[src/rtl/padc_conv_ctrl.sv]
`default_nettype none
// ============================================================================
// padc_conv_ctrl : ADC burst capture controller with an output sample FIFO
// Rev 1.0
// ============================================================================
module padc_conv_ctrl #(
    parameter int FILL_LAT = 7,
    parameter int DEPTH    = 4
) (
    input  logic       clk,
    input  logic       rstn,
    input  logic       start_i,
    input  logic       abort_i,
    input  logic [7:0] burst_len_i,
    input  logic [7:0] adc_data_i,
    input  logic       out_ready_i,
    output logic       adc_en_o,
    output logic       busy_o,
    output logic       out_valid_o,
    output logic [7:0] out_data_o,
    output logic       done_o,
    output logic       overrun_o
);

    localparam int AW = $clog2(DEPTH);
    localparam int CW = $clog2(DEPTH + 1);
    localparam int FW = (FILL_LAT > 1) ? $clog2(FILL_LAT) : 1;
    localparam logic [FW-1:0] FILL_LAST = FW'(FILL_LAT - 1);

    typedef enum logic [1:0] {
        IDLE   = 2'd0,
        FILL   = 2'd1,
        STREAM = 2'd2,
        DRAIN  = 2'd3
    } state_t;

    state_t        state_q, state_d;
    logic [FW-1:0] fill_cnt_q, fill_cnt_d;
    logic [7:0]    samp_cnt_q, samp_cnt_d;
    logic [7:0]    len_q, len_d;
    logic          overrun_q, overrun_d;
    logic          done_q, done_d;

    logic [AW-1:0] wr_ptr_q, rd_ptr_q;
    logic [CW-1:0] count_q;
    logic [7:0]    mem_q [DEPTH];

    logic w_empty;
    logic w_full;
    logic w_pop;
    logic w_push;
    logic w_drain_empty;

    assign w_empty = (count_q == '0);
    assign w_full  = (count_q == CW'(DEPTH));
    assign w_pop   = !w_empty && out_ready_i;
    // A full FIFO still accepts when its head leaves in the same cycle.
    assign w_push  = (state_q == STREAM) && !abort_i && (!w_full || w_pop);
    assign w_drain_empty = w_empty || ((count_q == CW'(1)) && w_pop);

    always_ff @(posedge clk or negedge rstn) begin
        if (!rstn) begin
            state_q    <= IDLE;
            fill_cnt_q <= '0;
            samp_cnt_q <= '0;
            len_q      <= '0;
            overrun_q  <= 1'b0;
            done_q     <= 1'b0;
        end else begin
            state_q    <= state_d;
            fill_cnt_q <= fill_cnt_d;
            samp_cnt_q <= samp_cnt_d;
            len_q      <= len_d;
            overrun_q  <= overrun_d;
            done_q     <= done_d;
        end
    end

    always_comb begin
        state_d    = state_q;
        fill_cnt_d = fill_cnt_q;
        samp_cnt_d = samp_cnt_q;
        len_d      = len_q;
        overrun_d  = overrun_q;
        done_d     = 1'b0;
        if (abort_i) begin
            state_d    = IDLE;
            fill_cnt_d = '0;
            samp_cnt_d = '0;
        end else begin
            case (state_q)
                IDLE: begin
                    if (start_i) begin
                        overrun_d  = 1'b0;
                        fill_cnt_d = '0;
                        samp_cnt_d = '0;
                        if (burst_len_i == 8'd0) begin
                            done_d = 1'b1;
                        end else begin
                            len_d   = burst_len_i;
                            state_d = FILL;
                        end
                    end
                end
                FILL: begin
                    if (fill_cnt_q == FILL_LAST) begin
                        fill_cnt_d = '0;
                        state_d    = STREAM;
                    end else begin
                        fill_cnt_d = fill_cnt_q + FW'(1);
                    end
                end
                STREAM: begin
                    if (!w_push) begin
                        overrun_d = 1'b1;
                    end
                    samp_cnt_d = samp_cnt_q + 8'd1;
                    if (samp_cnt_q == len_q - 8'd1) begin
                        state_d = DRAIN;
                    end
                end
                DRAIN: begin
                    if (w_drain_empty) begin
                        state_d = IDLE;
                        done_d  = 1'b1;
                    end
                end
                default: state_d = IDLE;
            endcase
        end
    end

    always_ff @(posedge clk or negedge rstn) begin
        if (!rstn) begin
            wr_ptr_q <= '0;
            rd_ptr_q <= '0;
            count_q  <= '0;
        end else if (abort_i) begin
            wr_ptr_q <= '0;
            rd_ptr_q <= '0;
            count_q  <= '0;
        end else begin
            if (w_push) begin
                wr_ptr_q <= wr_ptr_q + AW'(1);
            end
            if (w_pop) begin
                rd_ptr_q <= rd_ptr_q + AW'(1);
            end
            case ({w_push, w_pop})
                2'b10:   count_q <= count_q + CW'(1);
                2'b01:   count_q <= count_q - CW'(1);
                default: count_q <= count_q;
            endcase
        end
    end

    // Storage needs no reset: the head is masked to zero whenever the FIFO is empty.
    always_ff @(posedge clk) begin
        if (w_push) begin
            mem_q[wr_ptr_q] <= adc_data_i;
        end
    end

    assign adc_en_o    = (state_q == FILL) || (state_q == STREAM);
    assign busy_o      = (state_q != IDLE);
    assign out_valid_o = !w_empty;
    assign out_data_o  = w_empty ? 8'd0 : mem_q[rd_ptr_q];
    assign done_o      = done_q;
    assign overrun_o   = overrun_q;

endmodule
`default_nettype wire

[config.mk]
export PLATFORM = sky130hd
export DESIGN_NAME = padc_conv_ctrl
export DESIGN_NICKNAME = d
export VERILOG_FILES = /design/src/rtl/padc_conv_ctrl.sv
export SDC_FILE = /design/constraint.sdc
export NUM_CORES = 1
export LEC_CHECK = 0
export BUFFER_PORTS_ARGS = -buffer_cell sky130_fd_sc_hd__buf_2
export CAP_MARGIN = 30
export CORE_ASPECT_RATIO = 1.25
export CORE_MARGIN = 4
export CORE_UTILIZATION = 63
export CTS_CLUSTER_SIZE = 12
export DETAILED_ROUTE_END_ITERATION = 8
export MAX_ROUTING_LAYER = met4
export PLACE_DENSITY = 0.83
export SYNTH_ARGS = -nofsm -noshare
export SYNTH_HDL_FRONTEND = slang
export SYNTH_SLANG_ARGS = --single-unit
export TNS_END_PERCENT = 50
[constraint.sdc]
create_clock -name clk -period 5.2 [get_ports clk]
set_clock_uncertainty 0.2 [all_clocks]
set_input_delay 0 -clock clk [delete_from_list [all_inputs] [get_ports clk]]
set_output_delay 0 -clock clk [all_outputs]
set_load 0.01 [all_outputs]
# Word-level counts from Yosys, hierarchy flattened
# Memories as Yosys holds them, arrays and structs flattened.
# Index checks and enable logic that the tools add are counted.
# totals
mem_bits_rw	32
n_memories	1
regBits	30
in_bits	21
elab_cells	91
# op_classes
add_sub_neg	7
eq_ne	16
bitwise	2
n_reduce_logical	25
mux	31
# memory_table
memory	words	width	read_ports	rd_ports_with_merged_regs	wr	line_no	source
mem_q	4	8	1	0	1	46	logic [7:0] mem_q [DEPTH];
# ops
cell	count
$mux W8	3
$mux W2	10
$pmux W8 S2	1
$mux W3	4
$ne A3 B3 Y1 const B	4
$pmux W3 S2	2
$reduce_bool A3 Y1	3
$add A8 B1 Y8 const B	1
$eq A8 B8 Y1	1
$logic_not A8 Y1	1
$mux W1	8
$pmux W2 S4	1
$reduce_and A4 Y1	2
$reduce_bool A2 Y1	4
$sub A8 B1 Y8 const B	1
$add A3 B1 Y3 const B	2
$eq A2 B2 Y1 const B	3
$eq A3 B3 Y1 const B	2
$reduce_and A5 Y1	1
$add A2 B1 Y2 const B	2
$eq A2 B1 Y1 const B	2
$logic_and A1 B1 Y1	4
$ne A2 B2 Y1 const B	2
$pmux W1 S2	2
9 further kinds	15

# Longest topological paths before layout
# depth
ltp_word	8
mapped_depth	9
mapped_depth_nobuf	8

# Worst setup path after synthesis
# No wires, ideal clock.
# synth_path
path_kind	register to register
start	register len_q[0]
end	register state_q[0]
setup_time_ps	79
arrival_time_ps	2030
t_required_ps	4921
n_path_buf	0
path_stages_with_launch	7
setup_slack_ps	2891
path_cell_list	dfrtp_1 -> or4_1 -> or4_1 -> nand3_1 -> nand4_1 -> a211o_1 -> mux2i_1
# synth_between
elab_chain_cells	4
# synth_rtl
element	line_no	source
from (decl)	40	logic [7:0] len_q, len_d;
from (signal assigned)	73	len_q <= len_d;
$sub A8 B1 Y8	118	if (samp_cnt_q == len_q - 8'd1) begin
$eq A8 B8 Y1	118	
$ne A3 B2 Y1 (no source line)	-	
$reduce_and A5 Y1 (no source line)	-	
to (signal assigned)	70	state_q <= state_d;
to (decl)	37	state_t state_q, state_d;
# Every way passes these cells.
# A chain may end at the register's enable or synchronous reset.

# Worst setup path in the final report
# layout_path
start	register state_q[0]
end	memory mem_q[0][4], enable pin
# layout_between
elab_chain_cells	5
# layout_rtl
element	line_no	source
$eq A2 B2 Y1	58	assign w_push = (state_q == STREAM) && !abort_i && (!w_full || w_pop);
$logic_and A1 B1 Y1 (2 in series)	58	
$mux W1	159	if (w_push) begin
$mux W1 (not written as such)	160	mem_q[wr_ptr_q] <= adc_data_i;
to (decl)	46	
# Every way passes these cells.

==> key figures <==
Critical path
  – Reg-to-reg critical path endpoint: mem_q[0][4]
  – Worst-path maximum fanout: 11
  – Reg-to-Reg Start: state_q[0]
  – WP data arrival: 2.67 ns
  – Critical path startpoint category: flip-flop
  – Reg2Reg Setup Slack: 2.32 ns
  – Critical path class: flip-flop to flip-flop
  – Worst Reg-to-Reg Cells: 5
  – Nature of the critical path endpoint: flip-flop
  – Critical Path RT: 4.99 ns

Clock network
  – Clock Latency Late Sink: 0.34 ns
  – CTS tree: yes
  – Clk pin slew, worst setup/hold paths: 0.07 ns
  – H-tree depth: 3
  – Clk buf depth: 2
  – Clock sinks: 62
  – Post-CTS Setup Inserts: 0
  – CTS Buf Count: 9
  – Clock root buffer: clkbuf_8

Logic synthesis
  – Post-synth top area cell: edfxtp_1
  – Top-area cell type share of the netlist area: 0.310
  – Post-Syn Instances: 267
  – Async set-reset flop share out of synthesis: 0.484
  – Ys Warns: 0
  – Commonest cells in the netlist: edfxtp_1, dfrtp_1, nor2_1, o21ai_0, nand2_1
  – Post-synth EDFFs: 32
  – Synthesized Nets: 302
  – Cell Area, Synth: 3100 sq um
  – Cell variety after synth: 42
  – Synth area leaders: edfxtp_1, dfrtp_1, mux4_2
  – Top FF cell, synth: edfxtp_1
  – Top-count cell post-synth: edfxtp_1
  – Seq cells post-synth: 62
  – Mapped Avg Cell Area: 11.6 sq um
  – Seq/Total Area, Yosys: 0.552

Detailed routing
  – Drt total wl: 6610 microns
  – 1st-pass router iterations: 4
  – ANT nets after route: 0
  – DRT iter0 DRCs: 128
  – Vias per cell: 5.80
  – Drt wl/cell: 16.8 microns
  – DR vias: 2274
  – DRC: 0

Finish
  – Inserted Diodes: 0
  – Design Area, Final: 3720 sq um
  – FF+latch area: 1710 sq um
  – # nets final: 362
  – Final Util: 0.782
  – Synth-to-Final Area Change: 20.1%
  – Post-route insts no fill: 392
  – Fraction of layout cells with a size suffix above 1: 0.187
  – Filler instances: 319
  – Area of the multi-input gates: 1300 sq um

Die
  – Initial core utilization: 0.651
  – CORE AREA: 4760 sq um
  – I/O pins: 34
  – Die Y-Extent: 86.4 microns
  – Row count: 28
  – Die area: 6110 sq um
  – Die Wd: 70.7 microns

Global routing
  – Global route overflow: 0
  – First-pass GRT wire length: 11000 microns
  – Largest net degree at the start of global routing: 31
  – Initial antenna violation count: 0
  – All-Layer GR Usage: 0.247
  – Vias in the first global route: 2385

STA
  – Final setup fails: 0
  – Slew HR: 0.446
  – Setup TNS: 0 ns
  – Setup ws final: 2.32 ns
  – Unrepaired setup endpoints after global routing: no
  – Hold Fails Final Rpt: 0
  – Slew Limit Fails: 0
  – FMAX: 348 MHz
  – Tcrit/Tclk final: 0.553
  – Measured slew at the worst slew-check pin: 0.827 ns
  – Fin crit period: 2.88 ns

Place
  – Placed Cells: 351
  – Pre-CTS WS: 2.37 ns
  – Routability cong.: 0.902
  – Placement Cell Area: 3310 sq um
  – Final HPWL DP: 4340 microns
  – Port bufs: 33

Power
  – Leak: 1.53 nW
  – Power Density: 449 nW/um^2
  – Maximum vdd drop: 0.370 mV

Worst hold path
  – Hold WC Path Type: input pin to async pin

Outcome
  – Status: finished, final reports clean

Job
  – MaxCap Viol Count: 0
-- area by class of cell --
| type | instances | share of cell area |
|---|---|---|
| Sequential cell | 62 | 0.460 |
| Multi-Input combinational cell | 182 | 0.350 |
| Timing Repair Buffer | 58 | 0.112 |
| Clock buffer | 12 | 0.0390 |
| Tap cell | 60 | 0.0202 |
| Inverter | 14 | 0.0141 |
| Clock inverter | 4 | 0.00605 |
-- registers in the layout, summed over array words and instances (netlist names) --
register,cells
len_q,8
rd_ptr_q,2
mem_q,32
fill_cnt_q,3
samp_cnt_q,8
done_o,1
count_q,3
overrun_o,1
wr_ptr_q,2
state_q,2
-- power by group --
group,internal [mW],switching [mW]
registers,0.591,0.102
clock network,0.184,0.183
logic,0.303,0.309
total,1.08,0.594
-- routing by layer --
metal  global-route usage  wire (microns)  up-vias
met5                    -               0        -
li1                     -               -     1090
met3               0.0580             300       11
met1                0.272            2680     1107
met4                0.106             132        0
met2                0.428            3500       66
-- cell families after synthesis --
kind of cell / after synthesis / share of synthesized area
muxes: 14 / 0.0795
AOI/OAI and AO/OA: 48 / 0.0965
adders and majority gates: 14 / 0.0565
buffers and inverters: 23 / 0.0278
xor gates and xnor gates: 13 / 0.0367
DFF: 62 / 0.552
and+or+nand+nor: 93 / 0.151
-- per-stage QoR --
step	hold slack [ns]	total power, mW
3_5_place_dp	-0.131	1.27
2_1_floorplan	-0.496	1.11
3_3_place_gp	-0.129	1.25
4_1_cts	0.0402	1.67
6_report	0.0573	1.67
5_1_grt	0.116	1.78
-- worst max path at each step --
stage	start	depth (start not counted)	slack [ns]	to
after global routing	state_q[0]	5	2.05	mem_q[0][3]
after floorplan	len_q[0]	6	2.89	state_q[0]
after global placement	state_q[0]	5	2.52	mem_q[1][2]
after detailed placement	state_q[0]	5	2.37	mem_q[3][1]
final	state_q[0]	5	2.32	mem_q[0][4]
after CTS	state_q[0]	5	2.31	mem_q[0][4]
-- placed cells by master, fill, tap and decap left out, drive strengths merged, types with 2 or more instances in the layout --
| cell | netlist | routed |
|---|---|---|
| clkbuf | 8 | 12 |
| dfrtp | 30 | 30 |
| nand3 | 5 | 5 |
| ha | 14 | 14 |
| nor2b | 2 | 2 |
| dlygate4sd3 | 0 | 25 |
| buf | 1 | 33 |
| or3b | 2 | 2 |
| nor3 | 7 | 7 |
| nor2 | 24 | 24 |
| o31ai | 2 | 2 |
| a31oi | 4 | 4 |
| mux2 | 5 | 5 |
| a21oi | 5 | 5 |
| nand2b | 4 | 4 |
| nor4 | 3 | 3 |
| mux4 | 8 | 8 |
| nand2 | 22 | 22 |
| and2 | 13 | 13 |
| a22o | 2 | 2 |
| nand4 | 3 | 3 |
| a211o | 2 | 2 |
| xor2 | 4 | 4 |
| o21ai | 23 | 23 |
| and3 | 4 | 4 |
| clkinv | 0 | 3 |
| xnor2 | 9 | 9 |
| inv | 14 | 14 |
| edfxtp | 32 | 32 |
| or4 | 2 | 2 |
| o221ai | 2 | 2 |
-- repair_timing --
item | CTS | global route
gates resized for setup | 0 | 0
hold buffers | 25 | 0
hold endpoints to repair | 81 | 0
-- critical path, stage by stage, from the launching register on --
cell,delay [ns]
dfrtp_1,0.43
inv_1,0.14
ha_1,0.38
nand2_1,0.21
a31oi_1,0.67
and2_1,0.49
(Power assumes the default switching activity.)
